[src/rtl/pipe_pkg.sv]
// Shared definitions for the Y86-64 pipeline register bank: stage bus
// structs, their widths, encodings for stat/icode/register IDs and the
// bubble value that each stage register loads on a bubble or on reset.
package pipe_pkg;

  // Status codes; SBUB marks a slot that carries no instruction
  typedef enum logic [2:0] {
    SBUB = 3'd0,
    SAOK = 3'd1,
    SADR = 3'd2,
    SINS = 3'd3,
    SHLT = 3'd4
  } stat_e;

  // Instruction codes
  typedef enum logic [3:0] {
    IHALT   = 4'h0,
    NOP     = 4'h1,
    IRRMOVQ = 4'h2,
    IIRMOVQ = 4'h3,
    IRMMOVQ = 4'h4,
    IMRMOVQ = 4'h5,
    IOPQ    = 4'h6,
    IJXX    = 4'h7,
    ICALL   = 4'h8,
    IRET    = 4'h9,
    IPUSHQ  = 4'hA,
    IPOPQ   = 4'hB
  } icode_e;

  localparam logic [3:0] RNONE    = 4'hF;
  localparam logic [2:0] CC_RESET = 3'b100;  // ZF=1, SF=0, OF=0

  typedef struct packed {
    logic [2:0]  stat;
    logic [3:0]  icode;
    logic [3:0]  ifun;
    logic [3:0]  rA;
    logic [3:0]  rB;
    logic [63:0] valC;
    logic [63:0] valP;
  } d_bus_t;

  typedef struct packed {
    logic [2:0]  stat;
    logic [3:0]  icode;
    logic [3:0]  ifun;
    logic [63:0] valC;
    logic [63:0] valA;
    logic [63:0] valB;
    logic [3:0]  dstE;
    logic [3:0]  dstM;
    logic [3:0]  srcA;
    logic [3:0]  srcB;
  } e_bus_t;

  typedef struct packed {
    logic [2:0]  stat;
    logic [3:0]  icode;
    logic        cnd;
    logic [63:0] valE;
    logic [63:0] valA;
    logic [3:0]  dstE;
    logic [3:0]  dstM;
  } m_bus_t;

  typedef struct packed {
    logic [2:0]  stat;
    logic [3:0]  icode;
    logic [63:0] valE;
    logic [63:0] valM;
    logic [3:0]  dstE;
    logic [3:0]  dstM;
  } w_bus_t;

  localparam int D_BUS_W = $bits(d_bus_t);
  localparam int E_BUS_W = $bits(e_bus_t);
  localparam int M_BUS_W = $bits(m_bus_t);
  localparam int W_BUS_W = $bits(w_bus_t);

  localparam d_bus_t D_BUBBLE = '{stat: SBUB, icode: NOP, ifun: 4'h0,
                                  rA: RNONE, rB: RNONE,
                                  valC: 64'h0, valP: 64'h0};

  localparam e_bus_t E_BUBBLE = '{stat: SBUB, icode: NOP, ifun: 4'h0,
                                  valC: 64'h0, valA: 64'h0, valB: 64'h0,
                                  dstE: RNONE, dstM: RNONE,
                                  srcA: RNONE, srcB: RNONE};

  localparam m_bus_t M_BUBBLE = '{stat: SBUB, icode: NOP, cnd: 1'b0,
                                  valE: 64'h0, valA: 64'h0,
                                  dstE: RNONE, dstM: RNONE};

  localparam w_bus_t W_BUBBLE = '{stat: SBUB, icode: NOP,
                                  valE: 64'h0, valM: 64'h0,
                                  dstE: RNONE, dstM: RNONE};

endpackage

[src/rtl/pipe_stage_reg.sv]
// One pipeline stage register: hold on stall, load the bubble value on
// bubble, otherwise load d. Stall has priority over bubble. Reset loads
// the bubble value asynchronously.
module pipe_stage_reg #(
  parameter int           W       = 8,
  parameter logic [W-1:0] BUB_VAL = {W{1'b0}}
) (
  input  logic         clk_i,
  input  logic         rst_i,
  input  logic         stall_i,
  input  logic         bubble_i,
  input  logic [W-1:0] d_i,
  output logic [W-1:0] q_o
);

  logic [W-1:0] r_q;
  logic [W-1:0] w_nxt;

  // Select next value: stall beats bubble, bubble beats a normal load
  always_comb begin
    w_nxt = d_i;
    if (stall_i) begin
      w_nxt = r_q;
    end else if (bubble_i) begin
      w_nxt = BUB_VAL;
    end else begin
      w_nxt = d_i;
    end
  end

  // Stage state; reset forces the bubble immediately
  always_ff @(posedge clk_i or posedge rst_i) begin
    if (rst_i) begin
      r_q <= BUB_VAL;
    end else begin
      r_q <= w_nxt;
    end
  end

  assign q_o = r_q;

endmodule

[src/rtl/pipe_regs.sv]
// Pipeline register bank of the five-stage Y86-64 core: predicted PC,
// D/E/M/W stage registers and the condition-code register, driven by the
// hazard unit's stall/bubble/set-cc controls.
// Optional macro PIPE_PERF_CNT_EN builds the saturating cycle/stall/bubble
// performance counters; without it the counter outputs are tied to zero.
module pipe_regs
  import pipe_pkg::*;
#(
  parameter int CNT_W = 32
) (
  input  logic               clk_i,
  input  logic               rst_i,
  input  logic               F_stall_i,
  input  logic               D_stall_i,
  input  logic               D_bubble_i,
  input  logic               E_bubble_i,
  input  logic               M_bubble_i,
  input  logic               W_stall_i,
  input  logic               set_cc_i,
  input  logic [63:0]        f_pred_pc_i,
  input  logic [D_BUS_W-1:0] f_bus_i,
  input  logic [E_BUS_W-1:0] d_bus_i,
  input  logic [M_BUS_W-1:0] e_bus_i,
  input  logic [W_BUS_W-1:0] m_bus_i,
  input  logic [2:0]         e_cc_i,
  output logic [63:0]        F_pred_pc_o,
  output logic [D_BUS_W-1:0] D_bus_o,
  output logic [E_BUS_W-1:0] E_bus_o,
  output logic [M_BUS_W-1:0] M_bus_o,
  output logic [W_BUS_W-1:0] W_bus_o,
  output logic [2:0]         cc_o,
  output logic [CNT_W-1:0]   cyc_cnt_o,
  output logic [CNT_W-1:0]   stall_cnt_o,
  output logic [CNT_W-1:0]   bubble_cnt_o
);

  logic [63:0] r_pred_pc;
  logic [2:0]  r_cc;

  // D: both stall and bubble are possible
  pipe_stage_reg #(.W(D_BUS_W), .BUB_VAL(D_BUBBLE)) u_d_reg (
    .clk_i(clk_i), .rst_i(rst_i),
    .stall_i(D_stall_i), .bubble_i(D_bubble_i),
    .d_i(f_bus_i), .q_o(D_bus_o)
  );

  // E: bubble only
  pipe_stage_reg #(.W(E_BUS_W), .BUB_VAL(E_BUBBLE)) u_e_reg (
    .clk_i(clk_i), .rst_i(rst_i),
    .stall_i(1'b0), .bubble_i(E_bubble_i),
    .d_i(d_bus_i), .q_o(E_bus_o)
  );

  // M: bubble only
  pipe_stage_reg #(.W(M_BUS_W), .BUB_VAL(M_BUBBLE)) u_m_reg (
    .clk_i(clk_i), .rst_i(rst_i),
    .stall_i(1'b0), .bubble_i(M_bubble_i),
    .d_i(e_bus_i), .q_o(M_bus_o)
  );

  // W: stall only
  pipe_stage_reg #(.W(W_BUS_W), .BUB_VAL(W_BUBBLE)) u_w_reg (
    .clk_i(clk_i), .rst_i(rst_i),
    .stall_i(W_stall_i), .bubble_i(1'b0),
    .d_i(m_bus_i), .q_o(W_bus_o)
  );

  // Predicted PC: hold while fetch is stalled
  always_ff @(posedge clk_i or posedge rst_i) begin
    if (rst_i) begin
      r_pred_pc <= 64'h0;
    end else if (F_stall_i) begin
      r_pred_pc <= r_pred_pc;
    end else begin
      r_pred_pc <= f_pred_pc_i;
    end
  end

  // Condition codes: independent of every stage control
  always_ff @(posedge clk_i or posedge rst_i) begin
    if (rst_i) begin
      r_cc <= CC_RESET;
    end else if (set_cc_i) begin
      r_cc <= e_cc_i;
    end else begin
      r_cc <= r_cc;
    end
  end

  assign F_pred_pc_o = r_pred_pc;
  assign cc_o        = r_cc;

`ifdef PIPE_PERF_CNT_EN
  localparam logic [CNT_W-1:0] CNT_MAX = {CNT_W{1'b1}};
  localparam logic [CNT_W-1:0] CNT_ONE = {{(CNT_W-1){1'b0}}, 1'b1};

  logic [CNT_W-1:0] r_cyc_cnt;
  logic [CNT_W-1:0] r_stall_cnt;
  logic [CNT_W-1:0] r_bubble_cnt;
  logic             w_any_stall;
  logic             w_any_bubble;

  assign w_any_stall  = F_stall_i | D_stall_i | W_stall_i;
  assign w_any_bubble = D_bubble_i | E_bubble_i | M_bubble_i;

  // Saturating counters, sampled on the same edge as the stage registers
  always_ff @(posedge clk_i or posedge rst_i) begin
    if (rst_i) begin
      r_cyc_cnt    <= {CNT_W{1'b0}};
      r_stall_cnt  <= {CNT_W{1'b0}};
      r_bubble_cnt <= {CNT_W{1'b0}};
    end else begin
      if (r_cyc_cnt != CNT_MAX) begin
        r_cyc_cnt <= r_cyc_cnt + CNT_ONE;
      end else begin
        r_cyc_cnt <= r_cyc_cnt;
      end
      if (w_any_stall && (r_stall_cnt != CNT_MAX)) begin
        r_stall_cnt <= r_stall_cnt + CNT_ONE;
      end else begin
        r_stall_cnt <= r_stall_cnt;
      end
      if (w_any_bubble && (r_bubble_cnt != CNT_MAX)) begin
        r_bubble_cnt <= r_bubble_cnt + CNT_ONE;
      end else begin
        r_bubble_cnt <= r_bubble_cnt;
      end
    end
  end

  assign cyc_cnt_o    = r_cyc_cnt;
  assign stall_cnt_o  = r_stall_cnt;
  assign bubble_cnt_o = r_bubble_cnt;
`else
  assign cyc_cnt_o    = {CNT_W{1'b0}};
  assign stall_cnt_o  = {CNT_W{1'b0}};
  assign bubble_cnt_o = {CNT_W{1'b0}};
`endif

endmodule

[config.mk]
export PLATFORM = sky130hd
export DESIGN_NAME = pipe_regs
export DESIGN_NICKNAME = d
export VERILOG_FILES = /design/src/rtl/pipe_pkg.sv /design/src/rtl/pipe_stage_reg.sv /design/src/rtl/pipe_regs.sv
export SDC_FILE = /design/constraint.sdc
export NUM_CORES = 1
export LEC_CHECK = 0
export ABC_AREA = 1
export ABC_CLOCK_PERIOD_IN_PS = 24100
export CORE_AREA = 2 2 599 601
export CTS_CLUSTER_SIZE = 24
export DETAILED_ROUTE_END_ITERATION = 6
export DIE_AREA = 0 0 601 603
export HOLD_SLACK_MARGIN = 0.03
export PLACE_DENSITY = 0.32
export SYNTH_ARGS = -nofsm -noshare
export SYNTH_HDL_FRONTEND = slang
export SYNTH_SLANG_ARGS = --single-unit
export TNS_END_PERCENT = 10
[constraint.sdc]
create_clock -name clk_i -period 24.1 [get_ports clk_i]
set_input_delay 2.41 -clock clk_i [delete_from_list [all_inputs] [get_ports clk_i]]
set_output_delay 2.41 -clock clk_i [all_outputs]
set_load 0.01 [all_outputs]
-- Word-level counts from Yosys, hierarchy flattened
Cells that the tools add are included.
W data, S select, Z words.
- word-level logic and storage cells: 9
- memory bits (read-only): 0
- bits in latches: 0
- memories: 0
- bits in writable memories: 0
- output and inout port bits: 816
- input port bits: 729
- flip-flop bits (word level): 720
- reduce and logical (&&, ||, !) cells: 0
- $mul: 0
- add/sub/neg operators: 0
- magnitude comparators: 0
- shifts and indexed selects: 0
- equal/unequal tests: 0
- bitwise logic cells: 0
- multiplexer cells: 3
- divide/modulo/power cells: 0
- operator list (cell ; count):
    $mux W219 ; 1
    $mux W147 ; 1
    $mux W144 ; 1

-- Longest topological paths before layout
Gate-level depths: netlist (run 1).
- depth after elaboration: 1
- gate-level depth with buffers: 6
- gate-level depth less buffers: 3

-- Cells and area by module
Synthesis (run 1) repeated with hierarchy kept, for this count alone.
- cells, all modules: 3149
- area total of the unflattened synthesis: 28056.9 sq um
- by module, submodules not included (module ; seq. area each (sq um) ; instances ; area each (sq um) ; cells an instance):
    pipe_stage_reg at u_e_reg ; 5501.5 ; 1 ; 8304.2 ; 928
    pipe_stage_reg at u_d_reg ; 3689.8 ; 1 ; 5621.6 ; 624
    pipe_stage_reg at u_m_reg ; 3614.7 ; 1 ; 5444.0 ; 610
    pipe_stage_reg at u_w_reg ; 3589.7 ; 1 ; 5398.9 ; 606
    pipe_regs ; 1677.9 ; 1 ; 3288.2 ; 381

-- Worst setup path before layout (run 1)
No wires, ideal clock.
- path type: input -> register
- start: input port D_bubble_i
- end: register u_d_reg.r_q[10], in the netlist u_d_reg.q_o[10]
- library setup time: 66 ps
- path slack: 20954 ps
- required time: 24034 ps
- stages: 6
- data arrival time: 3080 ps
- cells stage by stage: buf_2 > inv_2 > buf_2 > buf_2 > nand3_1 > nand2_1
- word-level cells in the longest chain between the ends: 1
- ends and longest elaborated chain (element ; line ; RTL):
    start, declared ; pipe_regs.sv:15 ; input logic D_bubble_i,
    $mux W147 ; pipe_stage_reg.sv:24 ; end else if (bubble_i) begin
    end signal, assigned ; pipe_stage_reg.sv:36 ; r_q <= w_nxt;
    end, declared ; pipe_stage_reg.sv:16 ; logic [W-1:0] r_q;
Every way passes these cells.
A chain may end at the register's enable or synchronous reset.

==> summary.md, run 1 <==
| Metric | Value |
|---|---|
| # clock sinks | `720` |
| I/O pin cnt | `1545` |
| Site Rows | `approximately 220` |
| Setup TNS | `0 ps` |
| Nets | `4895` |
| Post-Layout Cell Count | `9029` |
| CTS max path bufs | `4` |
| Max-slew headroom | `25.0%` |
| Chip width | `about 600 microns` |
| Post-CTS Resized | `0` |
| Hold buffers post-CTS | `0` |
| CP delay by family, top | `buffers and inverters` |
| Cell Area, Synth | `26700 sq um` |
| Max rail drop VDD | `roughly 0.050 mV` |
| Leading area contributor after synthesis | `dfrtp_1` |
| Pre-Repair DR Iteration Count | `5` |
| Antenna violations before repair | `152` |
| Cell repeated most along the worst path | `buf_4` |
| Post-synthesis cell type count | `18` |
| Status | `finished clean` |
| Startpoint class of the critical path | `input port` |
| Die Span Y | `603 microns` |
| Post-Place Cells | `8809` |
| Critical path fanouts, max | `88` |
| WL final | `around 240000 microns` |
| Synth warnings | `0` |
| WP data arrival | `5970 ps` |
| Port bufs | `1448` |
| Sw Share | `29.0%` |
| CTS tree | `done` |
| NetSw | `just over 1 mW` |
| Critical path cell sequence | `clkdlybuf4s50_1 -> inv_8 -> buf_4 -> buf_4 -> buf_4` |
| CTS buffer count | `106` |
| Final setup violation count | `0` |
| Total core area | `around 360000 sq um` |
| Power per cell area | `70.5 nW/um^2` |
| First-pass GRT wire length | `298000 microns` |
| WP data required | `around 25000 ps` |
| Finished Cell Area | `49700 sq um` |
| Area Overhead vs Synth | `86.3%` |
| CTS root buf | `clkbuf_16` |
| H-tree Lvls | `3` |
| Gate Count Post-Synth | `2724` |
| Slew @ Worst Pin | `1120 ps` |
| DIE AREA | `362000 sq um` |
| Max stage delay on crit path | `830 ps` |
| Post-CTS Setup Bufs | `0` |
| Multi-input gate area | `around 5500 sq um` |
| CP Class | `in2async` |
| CP Capture Type | `async pin` |
| Hold Path Class | `reg2reg` |
| Flops & latches, synth | `just over 700` |
| Final Max Tran Viols | `0` |
| Worst-case clock skew | `0 ps` |
| DR WL/cell | `26.3 microns` |
| Comb power frac | `16.6%` |
| Half-perimeter wire length after placement | `between 200000 and 250000 microns` |
| GRT overflow | `0` |
| Clk pwr share | `44.6%` |
| Fillcell total | `about 40000` |
| Clk slew on worst S/H paths | `60 ps` |
| Largest net degree at the start of global routing | `158` |
| Iteration-0 DRC Markers | `1460` |
| Clock latency at the later pin of the worst-skew pair | `790 ps` |
| Min Tclk post-route | `5200 ps` |
| Fmax achieved | `192 MHz` |
| Residual DRC | `0` |
| RSZ-0062 raised after global routing | `no` |
| Static Leak | `roughly 22 nW` |
| Register area | `roughly 18000 sq um` |
| Reg power frac | `38.8%` |
| Period utilization | `a little over a fifth` |
| Vias | `24061` |
| Layout cells sized above 1 | `6.14%` |
| Synth area leaders | `dfrtp_1 (63%), inv_1 (7.7%), nand2_1 (7.1%)` |
| DP Area | `roughly 46000 sq um` |
| ANT nets after route | `0` |
| GP Congestion | `0.898` |
| Initial Util | `7.51%` |
| Total of max-cap violations | `0` |
| Vias in the first global route | `25237` |
| Hold Fails Final Rpt | `0` |
| Synth top area share | `~63%` |
| Vias per inst | `2.66` |
| Syn_area_per_cell | `9.80 sq um` |
| Crit path max-delay cell type | `buf_4` |
| Sequential-to-total area share from yosys stat | `about two thirds` |
| CP bufs+invs | `5` |
| Internal Power | `2.49 mW` |
| Tot GR Track Use | `between 10% and 20%` |
state kept, by name, summed over array words and instances (netlist names):
name         flops
u_e_reg.q_o    219
u_d_reg.q_o    147
u_m_reg.q_o    144
F_pred_pc_o     64
u_w_reg.q_o    143
cc_o             3
worst register-to-register path: cells and delay by family, from the launching register on:
kind | cells | cell delay, ps
compound gates | 1 | 80
simple gates | 1 | 120
flops | 1 | 510
placed cells by master, fill, tap and decap left out, types with 32 or more instances in the layout:
| cell type | instances |
|---|---|
| o21ai_1 | 38 |
| inv_1 | 547 |
| clkbuf_16 | 107 |
| dfrtp_1 | 675 |
| clkbuf_1 | 32 |
| dfstp_2 | 45 |
| nand3_1 | 138 |
| o21ai_0 | 181 |
| nor2_1 | 337 |
| nand2_1 | 504 |
| conb_1 | 96 |
| clkdlybuf4s50_1 | 1443 |
synth_stat cells (all sizes together):
library cell,n
nand3,138
or2,26
nor2,337
conb,1
o21ai,219
buf,176
dfstp,45
clkbuf,53
nand2,504
inv,550
dfrtp,675
final cells by class:
| cell class | instances | share of cell area (%) |
|---|---|---|
| antenna | 26 | 0.131 |
| clock buffer | 161 | 6.24 |
| inverter | 550 | 4.18 |
| timing repair buffer | 1468 | 29.5 |
| tap | 4751 | 12.0 |
| clock inverter | 33 | 0.627 |
| multi-input combinational | 1320 | 11.0 |
| sequential | 720 | 36.4 |
routing by layer:
| metal | vias up | track usage, % | part of all wire, % |
|---|---|---|---|
| li1 | 10731 | - | - |
| met3 | 339 | 4.49 | 7.7 |
| met1 | 11852 | 14.9 | 41 |
| met4 | 94 | 2.17 | 1.8 |
| met5 | - | 0 | 0.24 |
| met2 | 1045 | 22.2 | 50 |
path summary, 6_finish.rpt:
kind,startpoint,endpoint,slack [ps],cells after the start
worst max-delay path,rst_i,u_m_reg.q_o[9],18900,5
worst min-delay path,u_d_reg.q_o[134],u_d_reg.q_o[134],470,2
worst max register to register,u_w_reg.q_o[70],u_w_reg.q_o[70],23250,2
worst min register to register,u_d_reg.q_o[134],u_d_reg.q_o[134],470,2
max in group clk_i,u_w_reg.q_o[70],W_bus_o[70],19410,1
min in group asynchronous,rst_i,u_w_reg.q_o[61],2110,2
stage by stage:
| step | worst slack [ps] | power, mW | hold WS [ps] | utilization, % |
|---|---|---|---|---|
| after floorplan | 1570 | 1.52 | 473 | - |
| after global placement | 17980 | 1.99 | 461 | 13.0 |
| after detailed placement | 17910 | 1.99 | 459 | 13.0 |
| after CTS | 18870 | 3.61 | 470 | 14.0 |
| after global routing | 18440 | 3.67 | 493 | 14.0 |
| final | 18900 | 3.50 | 467 | 14.0 |
kinds of logic after synthesis:
kind of cell    after synthesis  synth area share, %
simple gates               1005                 15.0
buf+inv                     779                 13.1
flops                       720                 67.7
compound gates              219                 4.11
other cells                   1               0.0141
power groups by stage:
stage | Clock (mW) | Sequential (mW) | Combinational [mW]
floorplan | 0 | 1.39 | 0.130
global placement | 0 | 1.38 | 0.606
detailed placement | 0 | 1.38 | 0.605
CTS | 1.64 | 1.36 | 0.608
global route | 1.68 | 1.37 | 0.626
finish | 1.56 | 1.36 | 0.582
(Power assumes the default switching activity.)
==> run 2, diff against run 1 <==
ABC_CLOCK_PERIOD_IN_PS = 4670   (was 24100)
clock period = 4.67 ns   (was 24.1 ns; I/O delays follow)
==> run 2 against run 1 <==
Sequential power increased to 5.1 times the previous value. First-iteration DRC count decreased by 9.6%. Flip-flop and latch count unchanged. Design area increased by 1.3%. Worst hold slack got worse by 380 ps. Final cell count increased by 0.35%. Global-route usage increased by 0.34 points. Combinational power increased to 5.3 times the previous value. Via count increased by 1.3%. Critical path type is now reg2out.
==> summary.md, run 2 (same netlist as run 1, synthesis figures left out) <==
| Metric | Value |
|---|---|
| Status | `finished clean` |
| Top Metal Used | `met5` |
| CTS tree | `done` |
| Power per cell area | `roughly 370 nW/um^2` |
| WP data arrival | `2190 ps` |
| Vias | `around 24000` |
| Finished Core Util | `14.2%` |
| R2r startpoint | `u_d_reg.q_o[129]` |
| Crit path max-delay cell type | `clkdlybuf4s50_1` |
| Layout cells sized above 1 | `around 7%` |
| Residual DRC | `0` |
| Die Span Y | `between 600 and 700 microns` |
| Vias in the first global route | `25657` |
| # clock sinks | `roughly 700` |
| Setup slack at placement | `between 2000 and 2500 ps` |
| Slew @ Worst Pin | `998 ps` |
| Pre-Repair DR Iteration Count | `5` |
| Hold_sp | `E_bubble_i` |
| Fillcell total | `40353` |
| ANT nets after route | `0` |
| Met2 wire len | `119000 microns` |
| Finished Cell Area | `a little over 50000 sq um` |
| GRT overflow | `0` |
| DP Area | `about 46000 sq um` |
| Total of max-cap violations | `0` |
| M1 WL | `~95000 microns` |
| Area Overhead vs Synth | `88.7%` |
| H-tree Lvls | `3` |
| Clk slew on worst S/H paths | `60 ps` |
| DR WL/cell | `approximately 27 microns` |
| Max-slew headroom | `33.2%` |
| DIE AREA | `between 300000 and 400000 sq um` |
| FF-to-FF End | `u_d_reg.q_o[129]` |
| Antenna violations before repair | `178` |
| Static Leak | `between 20 and 25 nW` |
| Hold Fails Final Rpt | `0` |
| CTS buffer count | `107` |
| Clock latency at the later pin of the worst-skew pair | `a little over 800 ps` |
| CTS max path bufs | `4` |
| Max FFs per register | `219` |
| Chip width | `601 microns` |
| Post-CTS Resized | `0` |
| WL final | `243000 microns` |
| Initial Util | `7.51%` |
| First-pass GRT wire length | `305000 microns` |
| Fmax achieved | `376 MHz` |
| Hold path depth | `2` |
| Hold Path Class | `in2reg` |
| RSZ-0062 raised after global routing | `no` |
| Worst reg-to-reg path cell count | `2` |
| Most frequent cells in the layout | `clkdlybuf4s50_1 (1443), dfrtp_1 (675), inv_1 (547)` |
| Critical path fanouts, max | `1` |
| Max rail drop VDD | `0.272 mV` |
| Final Max Tran Viols | `0` |
| Setup WS post-layout | `2010 ps` |
| CP bufs+invs | `1` |
| WP data required | `between 4000 and 5000 ps` |
| Final setup violation count | `0` |
| I/O pin cnt | `1545` |
| Tot GR Track Use | `13.0%` |
| Port bufs | `1448` |
| Max stage delay on crit path | `810 ps` |
| Period utilization | `between 50% and 60%` |
| Post-Place Cells | `8822` |
| Half-perimeter wire length after placement | `about 210000 microns` |
| Worst-case clock skew | `0 ps` |
| CTS root buf | `clkbuf_16` |
| CP Capture Type | `output port` |
| Critical path cell sequence | `clkdlybuf4s50_1` |
| Critical path depth in cells | `1` |
| Post-Layout Cell Count | `9061` |
| Iteration-0 DRC Markers | `1320` |
| Reg2reg setup slack | `3810 ps` |
| Min Tclk post-route | `around 2700 ps` |
| Nets | `4922` |
| Commonest non-fill, non-tap cell in the layout | `clkdlybuf4s50_1` |
| Largest net degree at the start of global routing | `132` |
| Startpoint class of the critical path | `flip-flop` |
| Total core area | `355000 sq um` |
| CP Class | `reg2out` |
| Vias per inst | `2.69` |
| Site Rows | `219` |
| GP Congestion | `around 0.87` |
| WHS Endpoint | `u_e_reg.q_o[102]` |
| Met3 Wirelength | `24600 microns` |
| CP delay by family, top | `buffers and inverters` |
-- run 2: layer usage --
layer  vias to the layer above  track usage [%]
met5                         -                0
met2                      1110             22.5
met3                       345             6.05
met4                        64             2.17
met1                     12063             14.8
li1                      10798                -
-- run 2: area by class of cell --
class | instances | area, sq um | share of cell area (%)
clock buffers | 139 | 2990 | 5.94
clock inverters | 55 | 731 | 1.45
flip-flops and latches | 720 | 18100 | 35.9
inverters | 550 | 2070 | 4.12
diodes | 32 | 80.1 | 0.159
repair buffers | 1494 | 15000 | 29.8
multi-input cells | 1320 | 5470 | 10.9
well taps | 4751 | 5940 | 11.8
-- run 2: repair_timing --
item / in CTS / in global routing
setup endpoints to repair: 0 / 0
endpoints found under the hold margin: 41 / 0
setup buffers: 0 / 0
hold buffers: 13 / 0
-- run 2: worst max-delay path by stage --
| stage | start | endpoint |
|---|---|---|
| after detailed placement | D_bubble_i | u_d_reg.q_o[115] |
| after global placement | rst_i | u_w_reg.q_o[129] |
| after floorplan | rst_i | F_pred_pc_o[0] |
| after global routing | u_e_reg.q_o[193] | E_bus_o[193] |
| final | u_m_reg.q_o[94] | M_bus_o[94] |
| after CTS | u_m_reg.q_o[23] | M_bus_o[23] |
-- run 2: through the flow --
stage / hold slack [ps] / power (mW) / TNS (ps)
floorplan: 473 / 7.86 / -3922380
global placement: 459 / 10.3 / 0
detailed placement: 464 / 10.2 / 0
CTS: 31.2 / 19.4 / 0
global route: 78.5 / 19.7 / 0
finish: 91.4 / 18.8 / 0
-- run 2: power by group --
part	switching (mW)	leakage [nW]	internal, mW
combinational	1.63	11.6	1.44
clock	3.54	1.80	5.24
sequential	0.284	9.05	6.68
